$ cat src/rtl/fir_channel_scheduler.sv
// Round-robin scheduler sharing one FIR engine across NUM_CH sample streams.
// One job in flight; per-channel single-entry pending slot with overrun flag.
module fir_channel_scheduler #(
    parameter int  NUM_CH         = 4,
    parameter int  SIGNAL_BITS    = 24,
    parameter int  TIMEOUT_CYCLES = 255,
    localparam int CH_BITS        = $clog2(NUM_CH)
) (
    input  logic                          clk_i,
    input  logic                          reset_i,
    input  logic [NUM_CH-1:0]             sample_valid_i,
    input  logic [NUM_CH*SIGNAL_BITS-1:0] sample_i,
    output logic                          fir_start_o,
    output logic signed [SIGNAL_BITS-1:0] fir_signal_o,
    output logic [CH_BITS-1:0]            fir_chan_o,
    input  logic                          fir_done_i,
    input  logic signed [SIGNAL_BITS-1:0] fir_result_i,
    output logic                          result_valid_o,
    output logic signed [SIGNAL_BITS-1:0] result_o,
    output logic [CH_BITS-1:0]            result_chan_o,
    output logic [NUM_CH-1:0]             overrun_o,
    input  logic                          overrun_clear_i,
    output logic                          timeout_o,
    output logic                          busy_o
);

    typedef enum logic [1:0] {
        S_IDLE,
        S_ISSUE,
        S_WAIT
    } state_t;

    localparam logic [15:0] TMO_LAST = 16'(TIMEOUT_CYCLES - 1);

    state_t state_q;
    state_t state_d;

    logic [SIGNAL_BITS-1:0] data_q [NUM_CH];
    logic [NUM_CH-1:0]      pending_q;
    logic [NUM_CH-1:0]      pending_d;
    logic [NUM_CH-1:0]      overrun_d;
    logic [NUM_CH-1:0]      gnt_vec;
    logic [CH_BITS-1:0]     last_q;
    logic [CH_BITS-1:0]     pick;
    logic [CH_BITS-1:0]     cand;
    logic                   pick_ok;
    logic [15:0]            tmo_cnt_q;
    logic                   grant;
    logic                   take;
    logic                   expire;
    int                     idx;

    // First pending channel after the last grant, wrapping around.
    always_comb begin
        pick    = '0;
        pick_ok = 1'b0;
        idx     = 0;
        cand    = '0;
        for (int i = 1; i <= NUM_CH; i++) begin
            idx = int'(last_q) + i;
            if (idx >= NUM_CH) idx = idx - NUM_CH;
            cand = CH_BITS'(idx);
            if (!pick_ok && pending_q[cand]) begin
                pick_ok = 1'b1;
                pick    = cand;
            end
        end
    end

    always_ff @(posedge clk_i or posedge reset_i) begin
        if (reset_i) state_q <= S_IDLE;
        else         state_q <= state_d;
    end

    always_comb begin
        state_d = state_q;
        grant   = 1'b0;
        take    = 1'b0;
        expire  = 1'b0;
        case (state_q)
            S_IDLE: begin
                if (pick_ok) begin
                    grant   = 1'b1;
                    state_d = S_ISSUE;
                end
            end
            S_ISSUE: state_d = S_WAIT;
            S_WAIT: begin
                // A done on the final permitted cycle still counts.
                if (fir_done_i) begin
                    take    = 1'b1;
                    state_d = S_IDLE;
                end else if (tmo_cnt_q == TMO_LAST) begin
                    expire  = 1'b1;
                    state_d = S_IDLE;
                end
            end
            default: state_d = S_IDLE;
        endcase
    end

    // Granting takes the old sample; a coincident strobe refills the slot.
    always_comb begin
        gnt_vec = '0;
        for (int c = 0; c < NUM_CH; c++) begin
            gnt_vec[c] = grant && (pick == CH_BITS'(c));
        end
        pending_d = (pending_q & ~gnt_vec) | sample_valid_i;
        overrun_d = (overrun_o & ~{NUM_CH{overrun_clear_i}})
                  | (sample_valid_i & pending_q & ~gnt_vec);
    end

    always_ff @(posedge clk_i or posedge reset_i) begin
        if (reset_i) begin
            for (int c = 0; c < NUM_CH; c++) data_q[c] <= '0;
            pending_q      <= '0;
            overrun_o      <= '0;
            last_q         <= CH_BITS'(NUM_CH - 1);
            fir_signal_o   <= '0;
            fir_chan_o     <= '0;
            result_valid_o <= 1'b0;
            result_o       <= '0;
            result_chan_o  <= '0;
            timeout_o      <= 1'b0;
            tmo_cnt_q      <= '0;
        end else begin
            for (int c = 0; c < NUM_CH; c++) begin
                if (sample_valid_i[c]) begin
                    data_q[c] <= sample_i[c*SIGNAL_BITS +: SIGNAL_BITS];
                end
            end
            pending_q      <= pending_d;
            overrun_o      <= overrun_d;
            result_valid_o <= take;
            timeout_o      <= expire;
            if (grant) begin
                fir_signal_o <= data_q[pick];
                fir_chan_o   <= pick;
                last_q       <= pick;
            end
            if (take) begin
                result_o      <= fir_result_i;
                result_chan_o <= fir_chan_o;
            end
            if (state_q == S_WAIT) tmo_cnt_q <= tmo_cnt_q + 16'd1;
            else                   tmo_cnt_q <= '0;
        end
    end

    assign fir_start_o = (state_q == S_ISSUE);
    assign busy_o      = (state_q != S_IDLE);

endmodule

$ cat config.mk
export PLATFORM = sky130hd
export DESIGN_NAME = fir_channel_scheduler
export DESIGN_NICKNAME = d
export VERILOG_FILES = /design/src/rtl/fir_channel_scheduler.sv
export SDC_FILE = /design/constraint.sdc
export NUM_CORES = 1
export LEC_CHECK = 0
export ABC_AREA = 1
export ABC_CLOCK_PERIOD_IN_PS = 7200
export CORE_ASPECT_RATIO = 0.5
export CORE_MARGIN = 4
export CORE_UTILIZATION = 50
export CTS_CLUSTER_DIAMETER = 80
export CTS_CLUSTER_SIZE = 40
export DETAILED_ROUTE_END_ITERATION = 12
export GPL_ROUTABILITY_DRIVEN = 0
export PLACE_DENSITY = 0.8
export SLEW_MARGIN = 20
export SYNTH_ARGS = -nofsm -noshare
export SYNTH_HDL_FRONTEND = slang
export SYNTH_SLANG_ARGS = --single-unit
$ cat constraint.sdc
create_clock -name clk_i -period 7.2 [get_ports clk_i]
set_clock_uncertainty 0.1 [all_clocks]
set_input_delay 1.44 -clock clk_i [delete_from_list [all_inputs] [get_ports clk_i]]
set_output_delay 1.44 -clock clk_i [all_outputs]
set_load 0.005 [all_outputs]
==> results of run 1 <==
-- worst max-delay path, cell delays in order, from the launching register on --
cell	delay, ps
dfstp_2	650
inv_6	80
nand2_1	70
nand2_1	70
nand2_1	100
nand2_2	80
nor2_4	110
nand3_2	100
nand2_2	450
clkinv_1	1020
nand2_2	460
nor2_1	90
o21ai_1	160
-- final cells by class --
class | instances | area [um2]
clock buffers | 17 | 425
well taps | 204 | 255
clock inverters | 15 | 145
fillers | 1280 | 5060
multi-input cells | 730 | 3170
flip-flops and latches | 178 | 4460
inverters | 35 | 144
repair buffers | 192 | 1910
-- stage by stage --
stage	setup slack, ps	hold WS, ps	total power [uW]
after CTS	3790	375	4440
final	3560	373	4430
after detailed placement	3490	359	3520
after floorplan	833	342	2840
after global routing	3350	385	4710
after global placement	3530	355	3460
-- sequential cells by signal (all words and copies together), names as in the netlist --
signal          flops
fir_signal_o       24
last_q              2
fir_chan_o          2
timeout_o           1
result_o           24
state_q             2
pending_q           4
result_chan_o       2
overrun_o           4
data_q             96
result_valid_o      1
tmo_cnt_q          16
-- logic make-up after synthesis --
logic type	count (synthesis)
AND/OR/NAND/NOR	695
flip-flops	178
buffers and inverters	84
AO/OA/AOI/OAI	31
XOR/XNOR	2
adder cells (fa/ha/maj)	2
-- placed cells by master (no fill, tap or decap), types with 2 or more instances in the layout --
cell / count
nand2_1: 509
clkdlybuf4s50_1: 187
dfrtp_1: 176
nand3_1: 111
nor2_1: 24
inv_1: 21
nand3_2: 20
clkbuf_16: 17
o21ai_0: 12
inv_2: 11
nand2_2: 11
nor3_1: 9
a21oi_1: 8
inv_6: 7
o21ai_1: 7
buf_4: 5
nor2_2: 3
inv_8: 3
clkinv_2: 3
xnor2_1: 2
nor2_4: 2
nor4_1: 2
ha_1: 2
clkinv_4: 2
dfstp_2: 2
-- per-layer routing --
metal	vias to the layer above	part of all wire, %	wire length [um]
met1	3439	44	9530
met5	-	0	0
met3	36	6.1	1330
met2	281	48	10500
met4	0	1.7	375
li1	3450	-	-
-- path summary, 6_finish.rpt --
check	from	endpoint	slack, ps	cells after the start
worst max-delay path	last_q[0]$_DFFE_PP1P_	overrun_o[1]$_DFF_PP0_	3560	12
worst max register to register	last_q[0]$_DFFE_PP1P_	overrun_o[1]$_DFF_PP0_	3560	12
worst min-delay path	result_o[19]$_DFFE_PP0P_	result_o[19]$_DFFE_PP0P_	370	2
min in group asynchronous	reset_i	result_o[4]$_DFFE_PP0P_	1450	2
worst min register to register	result_o[19]$_DFFE_PP0P_	result_o[19]$_DFFE_PP0P_	370	2
max in group asynchronous	reset_i	data_q[26]$_DFFE_PP0P_	4190	3
-- cell usage after synthesis --
cell      count  area share (%)
nand2_1     509              24
dfrtp_1     176              55
nand3_1     111             6.9
nor2_1       24             1.1
inv_1        23             1.1
clkbuf_1     22             1.0
nand3_2      20             2.5
buf_2        14            0.87
o21ai_0      12            0.75
inv_2        11            0.51
nand2_2      11            0.86
nor3_1        9            0.56
a21oi_1       8            0.50
o21ai_1       7            0.44
buf_6         6            0.84
buf_4         4            0.37
nor2_2        3            0.23
buf_1         2           0.093
dfstp_2       2            0.65
ha_1          2            0.31
nor2_4        2            0.28
nor4_1        2            0.16
xnor2_1       2            0.22
a211oi_1      1           0.093
a31o_2        1            0.11
a31oi_1       1           0.078
buf_12        1            0.25
inv_6         1            0.11
nand2_8       1            0.25
nand3b_1      1           0.093
nand4_1       1           0.078
o211a_1       1            0.12
or2_2         1           0.078
-- report_power, final --
part / switching (uW) / internal (uW) / total [uW]
logic: 1320 / 811 / 2130
clock network: 422 / 487 / 909
registers: 150 / 1240 / 1390
total: 1890 / 2540 / 4430
==> results.toml, run 1 <==
[setup_path]
crit_required_ps = 7440
crit_type = "reg2reg"
end_kind = "flop"
cp_max_fo = 33
arrival_ps = 3880
start_kind = "flop"

[drt]
drt_iter0_drc = 534
viasPerCell = 5.26
drcViolationCount = 0
first_pass_iters = 6
detail-route-antenna-nets = 0
vias = 7206
wire_per_inst_um = 15.9
wirelength_mm = 21.8

[logic_synthesis]
synth_compound_area_share_pct = 2.08
synthCells = 992
ys_warn_count = 0
ys_seq_elements = 178
syn_nets = 1122
yosys.area_share.xor_xnor_pct = 0.218
yosys.area_share.simple_pct = 36.8
avgSynthCellArea_um2 = 8.11
synthesis.area_um2 = 8050
synth_top_family_by_area = "simple AND/OR/NAND/NOR gates"
seq_area_frac_synth_pct = 55.4
ys_types = 33
synth_fa_ha_area_share_pct = 0.311
synth_mux_area_share_pct = 0

[job]
cap_violations = 0

[clock_tree]
post_cts_buffers = 0
cts_resized = 0
cts_buffers = 17
ctsHoldBuffers = 0
cts_tree = "done"
clk_path_buf_depth = 2
cts_max_level = 4
clk_pin_slew_ps = 70
clockRootBuffer = "clkbuf_16"
clk_latency_ps = 430
cts_num_sinks = 178

[finish]
antennaDiodeCount = 0
stdcell_count = 1371
area_delta_synth_final_pct = 30.6
fin_nets = 1284
final_area_um2 = 10500
post-route-util_pct = 67.5
drive_gt1_share_pct = 7.80

[global_route]
met1_usage_pct = 32.2
grt_pass1_wl_mm = 35.6
grtUsageMet3_pct = 4.74
globalRouteMet2Util_pct = 40.4
antenna_found_initial = 0
grt_busiest_layer = "met2"
track_usage_pct = 23.9
first_global_vias = 7096
grt_max_degree = 116
grt_overflow = 0

[power_and_ir_drop]
cellPowerDensity_nw_per_um2 = 421
p_leak_uw = 0.00519
ir_drop_mv = 0.312

[sta]
setup_viol = 0
tns_ps = 0
fin_crit_ps = 3640
relSlewSlack_pct = 28.5
max_freq_mhz = 275
report.final.slew_viol_count = 0
rsz0062_at_grt = "false"
period_share_pct = 50.6
worst_slew_pin_slew_ps = 1070
finalHoldViolations = 0

[die]
die_h_um = 97.7
io_pins = 188
num_rows = 32
dieArea_um2 = 18300
die_width_um = 187
initial_utilization_pct = 51.7
core_um2 = 15600

[placement]
dp.cells = 1339
placed_area_um2 = 9940
io_buffers = 187
dp_hpwl_mm = 14.9

[status]
status = "finished clean"

[min_path]
hold_class = "reg2reg"
Note: power is estimated with default switching activity, not from simulation.
==> run 2, diff against run 1 <==
- ABC_CLOCK_PERIOD_IN_PS: 7200 -> 3200
- CORE_UTILIZATION: 50 -> 45
- PLACE_DENSITY: 0.8 -> 0.76
- clock period: 7.2 -> 3.2 ns (I/O delays scaled with it)
==> run 2 against run 1 <==
  * Cell area up 1.5%
  * Sequential share of layout area is 0.64 points lower
  * Utilization shrank 6.3 points
  * Worst hold slack worse by 0.88 ps
  * Cell count increased by 2.8%
  * Via count shrank 1.3%
  * Flip-flop and latch count did not move
  * Non-clock buffer count increased by 9
  * Critical endpoint is now fir_signal_o[5]$_DFFE_PP0P_
  * Global-route usage fell by 2.1 points
  * First-iteration DRC count fell by 7.1%
  * Sequential power is 130% higher
==> results.toml, run 2 (synthesis gave the netlist of run 1 again) <==
[global_route]
track_usage_pct = 21.8
first_global_vias = 7247
antenna_found_initial = 0
grt_max_degree = 60
grt_overflow = 0
grt_pass1_wl_mm = 35.4

[finish]
top_register = "data_q"
antennaDiodeCount = 0
largest_reg_flops = 96
fin_nets = 1293
final_area_um2 = 10700
reg_top3 = "data_q x96, fir_signal_o x24, result_o x24"
layout_commonest_cell = "nand2_1"
stdcell_count = 1410
most-common-layout-cells = "nand2_1, clkdlybuf4s50_1, dfrtp_1"
drive_gt1_share_pct = 8.59
area_delta_synth_final_pct = 32.6

[clock_tree]
clockRootBuffer = "clkbuf_16"
cts_max_level = 4
clk_path_buf_depth = 2
post_cts_buffers = 0
clk_latency_ps = 420
clk_pin_slew_ps = 70
ctsHoldBuffers = 0
cts_resized = 0
cts_buffers = 17
cts_tree = "done"
cts_num_sinks = 178

[setup_path]
arrival_ps = 2790
rrSetupSlack_ps = 620
r2r_cells = 11
crit_required_ps = 3410
cp_max_fo = 26
rr_startpoint = "last_q[0]$_DFFE_PP1P_"
crit_type = "reg2reg"
r2r_end = "fir_signal_o[5]$_DFFE_PP0P_"
start_kind = "flop"
end_kind = "flop"

[power_and_ir_drop]
p_int_uw = 5800
cellPowerDensity_nw_per_um2 = 938
seq_power_share_pct = 31.4
p_sw_uw = 4210
p_sw_share_pct = 42.1
p_leak_uw = 0.00525
ir_drop_mv = 0.871
power_frac_comb_pct = 47.9
pwr-share-clk_pct = 20.7

[sta]
max_freq_mhz = 388
report.final.slew_viol_count = 0
worst_slew_pin_slew_ps = 703
setup_viol = 0
tns_ps = 0
rsz0062_at_grt = "false"
setup_slack_ps = 620
timing.hold.ws_ps = 372
relSlewSlack_pct = 53.0
period_share_pct = 80.6
finalHoldViolations = 0
fin_crit_ps = 2580

[placement]
placed_area_um2 = 10100
place_ws_ps = 664
dp.cells = 1378
dp_hpwl_mm = 15.8
io_buffers = 187

[drt]
drcViolationCount = 0
vias = 7115
wirelength_mm = 21.8
first_pass_iters = 4
detail-route-antenna-nets = 0
wire_per_inst_um = 15.5
drt_iter0_drc = 496
viasPerCell = 5.05

[min_path]
min_to = "result_o[13]$_DFFE_PP0P_"
min_path_cells = 2
hold_class = "reg2reg"
min_from = "result_o[13]$_DFFE_PP0P_"

[die]
io_pins = 188
initial_utilization_pct = 46.1
dieArea_um2 = 20200
num_rows = 34
core_um2 = 17400
die_width_um = 197
die_h_um = 103

[job]
cap_violations = 0

[status]
status = "finished clean"
[run 2: final cells by class]
| cell class | count | area, um2 |
|---|---|---|
| fill | 1551 | 6770 |
| clock inverter | 15 | 164 |
| timing repair buffer | 201 | 2010 |
| sequential | 178 | 4460 |
| inverter | 35 | 140 |
| tap | 234 | 293 |
| clock buffer | 17 | 425 |
| multi-input combinational | 730 | 3180 |
[run 2: how the worst max path moves through the flow]
stage | from | endpoint | slack (ps) | cells after the start
detailed placement | last_q[0]$_DFFE_PP1P_ | fir_signal_o[5]$_DFFE_PP0P_ | 660 | 11
global route | last_q[0]$_DFFE_PP1P_ | fir_signal_o[5]$_DFFE_PP0P_ | 370 | 11
finish | last_q[0]$_DFFE_PP1P_ | fir_signal_o[5]$_DFFE_PP0P_ | 620 | 11
global placement | last_q[0]$_DFFE_PP1P_ | fir_signal_o[5]$_DFFE_PP0P_ | 760 | 11
floorplan | reset_i | data_q[0]$_DFFE_PP0P_ | 180 | 1
CTS | last_q[0]$_DFFE_PP1P_ | fir_signal_o[5]$_DFFE_PP0P_ | 660 | 11
[run 2: through the flow]
stage	util (%)	power, uW
floorplan	-	6380
global placement	57.8	7810
detailed placement	57.8	7970
CTS	61.2	10100
global route	61.2	10800
finish	61.2	10000
[run 2: power by group through the flow]
stage | Sequential (uW) | Combinational, uW | Clock (uW)
global route | 3200 | 5320 | 2240
finish | 3140 | 4800 | 2080
global placement | 3170 | 4640 | 0
CTS | 3140 | 4810 | 2120
floorplan | 3110 | 3270 | 0
detailed placement | 3170 | 4800 | 0
[run 2: worst max-delay path: stages, from the launching register on]
cell	delay (ps)
dfstp_2	630
inv_6	80
nand2_1	70
nand2_1	80
nand2_1	120
inv_1	60
a31oi_1	130
nand2_1	130
nor2_4	580
nand3_1	280
nand3_1	150
nand2_1	50
[run 2: routing by layer]
layer  vias up  share of wire, %  global-route usage, %
met5         -                 0                      0
li1       3456                 -                      -
met2       240                50                   38.5
met3        38               5.8                   4.15
met4         0               1.7                   6.71
met1      3381                42                   28.0
